$ cat src/rtl/mem_bist_pkg.sv
// Shared types and LFSR helpers for the Wishbone SRAM self-test master.
package mem_bist_pkg;

    typedef enum logic [2:0] {
        ST_IDLE   = 3'd0,
        ST_WR_REQ = 3'd1,
        ST_WR_GAP = 3'd2,
        ST_RD_REQ = 3'd3,
        ST_RD_GAP = 3'd4,
        ST_FIN    = 3'd5
    } bist_state_e;

    // Reflected form of x^32 + x^22 + x^2 + x + 1 for a right-shifting Galois LFSR.
    localparam logic [31:0] LFSR_TAPS      = 32'h8020_0003;
    localparam logic [31:0] LFSR_SAFE_SEED = 32'h0000_0001;

    function automatic logic [31:0] lfsr_next(input logic [31:0] v);
        return (v >> 1) ^ (v[0] ? LFSR_TAPS : 32'h0000_0000);
    endfunction

    // The all-zero state is a lock-up state, so it is never loaded.
    function automatic logic [31:0] safe_seed(input logic [31:0] s);
        return (s == 32'h0000_0000) ? LFSR_SAFE_SEED : s;
    endfunction

endpackage

$ cat src/rtl/mem_bist_lfsr.sv
// Pattern generator shared by the write and read phases; reloading the seed
// replays the exact sequence for comparison.
module mem_bist_lfsr
    import mem_bist_pkg::*;
(
    input  logic        clk_i,
    input  logic        rst_i,
    input  logic        load_i,
    input  logic [31:0] seed_i,
    input  logic        step_i,
    output logic [31:0] value_o
);

    logic [31:0] value_q;

    // LFSR state: load wins over step.
    always_ff @(posedge clk_i or posedge rst_i) begin
        if (rst_i) begin
            value_q <= 32'h0000_0000;
        end else if (load_i) begin
            value_q <= seed_i;
        end else if (step_i) begin
            value_q <= lfsr_next(value_q);
        end else begin
            value_q <= value_q;
        end
    end

    assign value_o = value_q;

endmodule

$ cat src/rtl/mem_bist_wb.sv
// Wishbone master self-test: writes an LFSR pattern to WORDS words, reads it
// back, and reports mismatches, first failing address and ack timeout.
module mem_bist_wb
    import mem_bist_pkg::*;
#(
    parameter logic [31:0] BASE_ADR = 32'h3000_0000,
    parameter int unsigned WORDS    = 256,
    parameter int unsigned TIMEOUT  = 1023
) (
    input  logic        wb_clk_i,
    input  logic        wb_rst_i,
    input  logic        start_i,
    input  logic [31:0] seed_i,
    output logic        busy_o,
    output logic        done_o,
    output logic        pass_o,
    output logic        timeout_o,
    output logic [15:0] err_cnt_o,
    output logic [31:0] first_err_adr_o,
    output logic [31:0] wbm_adr_o,
    output logic [31:0] wbm_dat_o,
    output logic [3:0]  wbm_sel_o,
    output logic        wbm_we_o,
    output logic        wbm_cyc_o,
    output logic        wbm_stb_o,
    input  logic        wbm_ack_i,
    input  logic [31:0] wbm_dat_i
);

    localparam int unsigned      IDX_W    = $clog2(WORDS) + 1;
    localparam logic [IDX_W-1:0] LAST_IDX = IDX_W'(WORDS - 1);
    localparam logic [IDX_W-1:0] IDX_ONE  = IDX_W'(1);
    localparam logic [IDX_W-1:0] IDX_ZERO = IDX_W'(0);
    localparam logic [15:0]      WAIT_LIM = 16'(TIMEOUT - 1);

    bist_state_e      state_q, state_d;
    logic [IDX_W-1:0] idx_q, idx_d;
    logic [15:0]      wait_q, wait_d;
    logic [15:0]      err_q, err_d;
    logic [31:0]      first_q, first_d;
    logic             timeout_q, timeout_d;
    logic             done_q, done_d;
    logic             pass_q, pass_d;
    logic [31:0]      seed_q, seed_d;
    logic             busy_q, cyc_q, we_q;
    logic [31:0]      adr_q;

    logic             lfsr_load_s, lfsr_step_s;
    logic [31:0]      lfsr_seed_s, lfsr_s;
    logic             req_s;

    mem_bist_lfsr u_lfsr (
        .clk_i   (wb_clk_i),
        .rst_i   (wb_rst_i),
        .load_i  (lfsr_load_s),
        .seed_i  (lfsr_seed_s),
        .step_i  (lfsr_step_s),
        .value_o (lfsr_s)
    );

    // Next-state, counters, compare and LFSR control.
    always_comb begin
        state_d     = state_q;
        idx_d       = idx_q;
        wait_d      = wait_q;
        err_d       = err_q;
        first_d     = first_q;
        timeout_d   = timeout_q;
        done_d      = done_q;
        pass_d      = pass_q;
        seed_d      = seed_q;
        lfsr_load_s = 1'b0;
        lfsr_step_s = 1'b0;
        lfsr_seed_s = seed_q;
        case (state_q)
            ST_IDLE: begin
                if (start_i) begin
                    seed_d      = safe_seed(seed_i);
                    lfsr_seed_s = safe_seed(seed_i);
                    lfsr_load_s = 1'b1;
                    idx_d       = IDX_ZERO;
                    wait_d      = 16'h0000;
                    err_d       = 16'h0000;
                    first_d     = 32'h0000_0000;
                    timeout_d   = 1'b0;
                    done_d      = 1'b0;
                    pass_d      = 1'b0;
                    state_d     = ST_WR_REQ;
                end else begin
                    state_d = ST_IDLE;
                end
            end
            ST_WR_REQ, ST_RD_REQ: begin
                // An ack on the limit edge still counts as an ack.
                if (wbm_ack_i) begin
                    lfsr_step_s = 1'b1;
                    if ((state_q == ST_RD_REQ) && (wbm_dat_i != lfsr_s)) begin
                        err_d   = (err_q == 16'hFFFF) ? err_q : (err_q + 16'h0001);
                        first_d = (err_q == 16'h0000) ? adr_q : first_q;
                    end else begin
                        err_d = err_q;
                    end
                    state_d = (state_q == ST_WR_REQ) ? ST_WR_GAP : ST_RD_GAP;
                end else if (wait_q == WAIT_LIM) begin
                    timeout_d = 1'b1;
                    first_d   = (err_q == 16'h0000) ? adr_q : first_q;
                    state_d   = ST_FIN;
                end else begin
                    wait_d = wait_q + 16'h0001;
                end
            end
            ST_WR_GAP: begin
                wait_d = 16'h0000;
                if (idx_q == LAST_IDX) begin
                    lfsr_load_s = 1'b1;
                    idx_d       = IDX_ZERO;
                    state_d     = ST_RD_REQ;
                end else begin
                    idx_d   = idx_q + IDX_ONE;
                    state_d = ST_WR_REQ;
                end
            end
            ST_RD_GAP: begin
                wait_d = 16'h0000;
                if (idx_q == LAST_IDX) begin
                    state_d = ST_FIN;
                end else begin
                    idx_d   = idx_q + IDX_ONE;
                    state_d = ST_RD_REQ;
                end
            end
            ST_FIN: begin
                done_d  = 1'b1;
                pass_d  = (err_q == 16'h0000) && !timeout_q;
                state_d = ST_IDLE;
            end
            default: begin
                state_d = ST_IDLE;
            end
        endcase
    end

    assign req_s = (state_d == ST_WR_REQ) || (state_d == ST_RD_REQ);

    // State, counters and registered bus/status outputs.
    always_ff @(posedge wb_clk_i or posedge wb_rst_i) begin
        if (wb_rst_i) begin
            state_q   <= ST_IDLE;
            idx_q     <= IDX_ZERO;
            wait_q    <= 16'h0000;
            err_q     <= 16'h0000;
            first_q   <= 32'h0000_0000;
            timeout_q <= 1'b0;
            done_q    <= 1'b0;
            pass_q    <= 1'b0;
            seed_q    <= 32'h0000_0000;
            busy_q    <= 1'b0;
            cyc_q     <= 1'b0;
            we_q      <= 1'b0;
            adr_q     <= 32'h0000_0000;
        end else begin
            state_q   <= state_d;
            idx_q     <= idx_d;
            wait_q    <= wait_d;
            err_q     <= err_d;
            first_q   <= first_d;
            timeout_q <= timeout_d;
            done_q    <= done_d;
            pass_q    <= pass_d;
            seed_q    <= seed_d;
            busy_q    <= (state_d != ST_IDLE);
            cyc_q     <= req_s;
            we_q      <= (state_d == ST_WR_REQ);
            adr_q     <= req_s ? (BASE_ADR + (32'(idx_d) << 2)) : 32'h0000_0000;
        end
    end

    assign busy_o          = busy_q;
    assign done_o          = done_q;
    assign pass_o          = pass_q;
    assign timeout_o       = timeout_q;
    assign err_cnt_o       = err_q;
    assign first_err_adr_o = first_q;
    assign wbm_adr_o       = adr_q;
    assign wbm_dat_o       = we_q ? lfsr_s : 32'h0000_0000;
    assign wbm_sel_o       = cyc_q ? 4'hF : 4'h0;
    assign wbm_we_o        = we_q;
    assign wbm_cyc_o       = cyc_q;
    assign wbm_stb_o       = cyc_q;

endmodule

$ cat config.mk
export PLATFORM = sky130hd
export DESIGN_NAME = mem_bist_wb
export DESIGN_NICKNAME = d
export VERILOG_FILES = /design/src/rtl/mem_bist_pkg.sv /design/src/rtl/mem_bist_lfsr.sv /design/src/rtl/mem_bist_wb.sv
export SDC_FILE = /design/constraint.sdc
export NUM_CORES = 1
export LEC_CHECK = 0
export ABC_AREA = 1
export BUFFER_PORTS_ARGS = -buffer_cell sky130_fd_sc_hd__buf_2
export CAP_MARGIN = 20
export CORE_ASPECT_RATIO = 0.8
export CORE_MARGIN = 4
export CORE_UTILIZATION = 56
export CTS_BUF_LIST = sky130_fd_sc_hd__clkbuf_4
export CTS_CLUSTER_DIAMETER = 120
export DETAILED_ROUTE_END_ITERATION = 16
export GPL_TIMING_DRIVEN = 0
export PLACE_DENSITY = 0.89
export SYNTH_ARGS = -nofsm -noshare
export SYNTH_HDL_FRONTEND = slang
export SYNTH_SLANG_ARGS = --single-unit
export TNS_END_PERCENT = 10
$ cat constraint.sdc
create_clock -name wb_clk_i -period 5.7 [get_ports wb_clk_i]
set_input_delay 1.14 -clock wb_clk_i [delete_from_list [all_inputs] [get_ports wb_clk_i]]
set_output_delay 1.14 -clock wb_clk_i [all_outputs]
set_load 0.02 [all_outputs]
==> results.toml, run 1 <==
[clocking]
clock_latency_ns = 0.58
cts_setup_buffers = 0
htreeDepth = 4
ctsHoldBuffers = 0
cts_buffers = 17
clk_path_buf_depth = 2
cts-root-buf = "clkbuf_4"
clkTransAtPathRegs_ns = 0.14
cts_tree = "done"
cts.sinks = 133
ctsResizeCount = 0

[worst_setup_path]
cp-startpoint = "wbm_we_o"
reg2reg_slack_ns = 3.51
endpoint = "wbm_dat_o[6]"
crit_type = "reg2out"
crit_path_cell_trace = "clkbuf_1, nand2_1, inv_1, buf_2"
reg2regPathDepth = 11
critPathRequiredTime_ns = 4.56
end_kind = "primary output"
crit_path_max_incr_delay_ns = 0.52
path_max_fanout = 10
r2r-start = "idx_q[0]"
r2r_end = "wbm_adr_o[2]"
startpoint_type = "register"
arrival_ns = 1.91
slowest_stage = "dfrtp_1"

[floorplanning]
die_w_um = 140.4
die_h_um = 114.0
floorplan.initialDensity = 0.5759
num_io_pins = 191
core.rowCount = 38
dieArea_sq_um = 16000
core_area_sq_um = 13650

[power]
vdd_ir_drop_max_v = 0.0002042
power_density_nw_per_um2 = 436.5
finalPower_uw = 4057
total_leakage_power_uw = 0.005230

[timing]
fin_crit_sh = 0.5356
rsz0062_at_grt = "no"
final_hold_viol_count = 0
fin_skew_ns = 0.03118
fin_crit_ns = 3.053
hold_ws_ns = 0.4812
final_max_slew_viol_count = 0
fmax_mhz = 327.6
setup_viol = 0
tightestPinTransition_ns = 0.6332
maxSlewHeadroom = 0.5779

[min_path]
hold_path.class = "reg2reg"

[synthesis]
synthArstFlopShare = 1.000
ys_top_cells_by_area = "dfrtp_1 42%, nand2_1 13%, inv_1 8.4%, buf_4 5.3%, nor2_1 4.4%"
yosysMostFrequentCell = "nand2_1"
synth-xor-area-share = 0.03789
synth_top_cell_by_area = "dfrtp_1"
syn-instance-count = 1058
synth_edf_count = 0
yosys_warnings = 0
synth_compound_area_frac = 0.09409
synth.avg_cell_area_sq_um = 7.428
yosysTopAreaCellShare = 0.4235
synth_cell_types = 38
ys_top_cells_by_count = "281 x nand2_1, 175 x inv_1, 133 x dfrtp_1"
post_synth_instance_area_sq_um = 7859
synth_top_family_by_area = "simple AND/OR/NAND/NOR gates"
synthSimpleGateAreaFrac = 0.2729
ys_seq_area_frac = 0.4235
ys_ff_latch = 133
ys.flop_type = "dfrtp_1"
synth.mux.area_fraction = 0
synth_fa_ha_area_frac = 0.009553

[detailed_routing]
dr_total_vias = 7453
wl_mm = 20.86
drc = 0
wl_per_cell_um = 14.29
dr.pass1.iters = 5
drtIter0Drc = 739
antenna_left = 0
via_per_inst = 5.105

[final_layout]
syn_to_final_growth_pct = 18.28
drive_gt1_frac = 0.2391
antenna_cells = 0
nets = 1341

[grt]
antenna_found_initial = 1
grt_pass1_wl_mm = 34.31
overflow = 0
grt_max_degree = 70
grt_usage = 0.2650
grt_pass1_vias = 7060

[outcome]
status = "finished, final reports clean"

[placed_design]
portBuffers = 148
gp_congestion = 0.9379
dp_hpwl_mm = 15.67

[run]
drv_cap = 0
==> metal layers <==
layer | global-route usage | up-vias | wire length (um)
li1 | - | 3621 | -
met4 | 0.07941 | 2 | 426
met3 | 0.06496 | 50 | 1819
met1 | 0.3638 | 3449 | 9017
met2 | 0.4209 | 331 | 9588
met5 | 0 | - | 7
==> kinds of logic (layout without fill, tap and decap cells) <==
logic type / after synthesis / count (layout)
other: 1 / 42
and+or+nand+nor: 498 / 498
DFF: 133 / 133
buffers and inverters: 266 / 447
xor gates and xnor gates: 34 / 34
AOI/OAI and AO/OA: 120 / 120
adders and majority gates: 6 / 6
==> registers in the layout (all words and copies together) (netlist names), 3 cells and up <==
name	flops
u_lfsr.value_o	32
idx_q	9
err_cnt_o	16
seed_q	32
first_err_adr_o	10
wait_q	16
state_q	3
wbm_adr_o	10
==> area by class of cell <==
class / instances / area, sq um
Buffer: 83 / 580.6
Clock buffer: 17 / 127.6
Sequential cell: 133 / 3328
Clock inverter: 15 / 156.4
Tap cell: 180 / 225.2
Fill cell: 1080 / 4350
Inverter: 183 / 694.4
Multi-Input combinational cell: 700 / 3415
Timing Repair Buffer: 149 / 768.2
==> through the flow <==
| step | instances | setup slack (ns) | setup TNS [ns] | cell area (sq um) | util |
|---|---|---|---|---|---|
| 4_1_cts | 1460 | 2.672 | 0 | 9295 | 0.6812 |
| 3_3_place_gp | 1427 | -0.4142 | -54.04 | 8979 | 0.6580 |
| 5_1_grt | 1460 | 2.551 | 0 | 9295 | 0.6812 |
| 2_1_floorplan | 1099 | 1.006 | 0 | 8013 | - |
| 3_5_place_dp | 1428 | 2.947 | 0 | 9011 | 0.6604 |
| 6_report | 1460 | 2.647 | 0 | 9295 | 0.6812 |
==> worst max-delay path: cells and delay by family, from the launching register on <==
family / cells / cell delay, ns
DFF: 1 / 0.52
buffers and inverters: 3 / 0.67
and+or+nand+nor: 1 / 0.16
==> placed cells by master, fill, tap and decap left out, types with 2 or more instances in the layout <==
master	instances
inv_2	7
o31ai_1	3
xor2_1	21
nand2_4	2
o21ai_1	10
inv_8	4
xnor2_1	13
nand3_1	62
dfrtp_1	133
buf_6	5
nand3_2	2
clkinv_8	2
nor2_4	5
conb_1	42
nand4_1	17
a31oi_1	2
nor2_1	92
nor2_2	6
clkbuf_4	17
clkbuf_1	5
inv_1	174
inv_6	9
buf_2	165
o21ai_2	15
o21ai_0	50
o211ai_1	21
nor4_1	3
nand2_1	281
nand2_2	4
ha_1	6
buf_4	56
nor3_1	19
a21oi_1	16
==> worst min-delay path by stage <==
stage	cells past startpoint	to	slack, ns	from
after global routing	2	seed_q[27]	0.51	seed_q[27]
after global placement	2	first_err_adr_o[3]	0.45	first_err_adr_o[3]
after detailed placement	2	first_err_adr_o[8]	0.45	first_err_adr_o[8]
after CTS	2	first_err_adr_o[8]	0.49	first_err_adr_o[8]
after floorplan	2	seed_q[19]	0.44	seed_q[19]
final	2	first_err_adr_o[5]	0.48	first_err_adr_o[5]
==> report_power, final <==
part	internal [uW]	total [uW]	switching, uW
Sequential	1220	1440	222
Combinational	662	1980	1320
Clock	202	637	435
Total	2080	4060	1970
Power figures use the tool's default switching activity.
==> inputs of run 2 (changes only) <==
Settings changed: CORE_UTILIZATION 56 to 51, PLACE_DENSITY 0.89 to 0.86.
Clock period 5.7 ns to 2.7 ns, I/O delays scaled along.
==> run 2 against run 1 <==
Cell area grew 0.70%. Sequential share of layout area decreased by 0.25 points. Worst setup slack worse by 2.4 ns. Critical path type unchanged.
==> results.toml, run 2 (synthesized netlist as in run 1, its figures left out) <==
[timing]
fin_crit_ns = 2.482
tightestPinTransition_ns = 0.6638
fin_crit_sh = 0.9192
maxSlewHeadroom = 0.5575
final_max_slew_viol_count = 0
rsz0062_at_grt = "no"
setup_viol = 0
final_hold_viol_count = 0
fmax_mhz = 402.9
fin_skew_ns = 0.02988

[worst_setup_path]
startpoint_type = "register"
critPathRequiredTime_ns = 2.16
path_max_fanout = 10
crit_type = "reg2out"
arrival_ns = 1.94
reg2reg_slack_ns = 0.51
end_kind = "primary output"

[clocking]
clk_path_buf_depth = 2
htreeDepth = 4
cts.sinks = 133
cts_buffers = 17
cts_setup_buffers = 0
clkTransAtPathRegs_ns = 0.16
ctsHoldBuffers = 0
clock_latency_ns = 0.56
cts-root-buf = "clkbuf_4"
cts_tree = "done"
ctsResizeCount = 0

[power]
vdd_ir_drop_max_v = 0.0004422
total_leakage_power_uw = 0.005236
switchingPower_uw = 4153
seqPwrFrac = 0.358
pwr-share-clk = 0.155
p_int_uw = 4400
comb_power_share = 0.487
p_sw_frac = 0.4855
finalPower_uw = 8553
power_density_nw_per_um2 = 913.8

[final_layout]
multi_input_area_sq_um = 3415
final_cell_mix = "281 x nand2_1, 174 x inv_1, 165 x buf_2, 133 x dfrtp_1, 92 x nor2_1"
utilization = 0.6213
syn_to_final_growth_pct = 19.11
mostFrequentLayoutCell = "nand2_1"
final_area_sq_um = 9360
regArea_sq_um = 3328
nets = 1343
fill_cells = 1331
drive_gt1_frac = 0.2402

[placed_design]
dp_hpwl_mm = 16.52
portBuffers = 148
dpl-instance-area_sq_um = 9080
gp_congestion = 0.9198

[floorplanning]
core.rowCount = 40
floorplan.initialDensity = 0.5217
die_w_um = 146.8
core_area_sq_um = 15060
die_h_um = 119.0
num_io_pins = 191
dieArea_sq_um = 17470

[detailed_routing]
wl_per_cell_um = 14.20
dr.pass1.iters = 8
drtIter0Drc = 628
wl_mm = 21.22
drc = 0
via_per_inst = 5.046
antenna_left = 0
dr_total_vias = 7538

[min_path]
hold_path.class = "in2async"

[grt]
antenna_found_initial = 1
grt_usage = 0.2415
grt_pass1_wl_mm = 34.25
grt_max_degree = 42
overflow = 0
grt_pass1_vias = 7124

[run]
drv_cap = 0

[outcome]
status = "finished, final reports clean"
[run 2: worst paths after layout]
path	from	end	cells past startpoint
min in group wb_clk_i	seed_i[19]	seed_q[19]	3
worst min-delay path	wb_rst_i	u_lfsr.value_o[8]	2
worst max register to register	err_cnt_o[0]	err_cnt_o[0]	11
worst max-delay path	wbm_we_o	wbm_dat_o[1]	4
max in group asynchronous	wb_rst_i	idx_q[7]	4
worst min register to register	first_err_adr_o[4]	first_err_adr_o[4]	2
[run 2: worst max-delay path: stages (launching register included)]
cell and delay, ns:
dfrtp_1 0.57, clkbuf_1 0.43, nand2_1 0.16, inv_1 0.08
buf_2 0.15
[run 2: stage by stage]
stage	worst slack, ns	std cells	setup TNS (ns)	hold slack [ns]
2_1_floorplan	0.5088	1099	0	0.4449
3_3_place_gp	-0.3193	1457	-41.37	0.4528
3_5_place_dp	0.5519	1460	0	0.4533
4_1_cts	0.2914	1492	0	0.01118
5_1_grt	0.1540	1494	0	0.01960
6_report	0.2182	1494	0	0.01872
[run 2: area by class of cell]
cell class / count / share of cell area
clock buffers: 17 / 0.01363
plain buffers: 83 / 0.06202
flip-flops and latches: 133 / 0.3556
well taps: 210 / 0.02807
diodes: 2 / 0.0005347
multi-input cells: 700 / 0.3648
inverters: 183 / 0.07405
clock inverters: 15 / 0.01577
repair buffers: 151 / 0.08555
[run 2: power by group through the flow]
stage	Clock [uW]	Combinational, uW	Sequential (uW)
after floorplan	0	2930	3040
after global placement	0	3980	3060
after detailed placement	0	4110	3080
after CTS	1340	4130	3040
after global routing	1430	4580	3130
final	1320	4170	3060
[run 2: routing by layer]
metal | vias up | track usage | wire, um
li1 | 3626 | - | -
met1 | 3488 | 0.3328 | 9126
met5 | - | 0 | 0
met4 | 0 | 0.07991 | 522
met3 | 52 | 0.05515 | 1956
met2 | 372 | 0.3790 | 9613
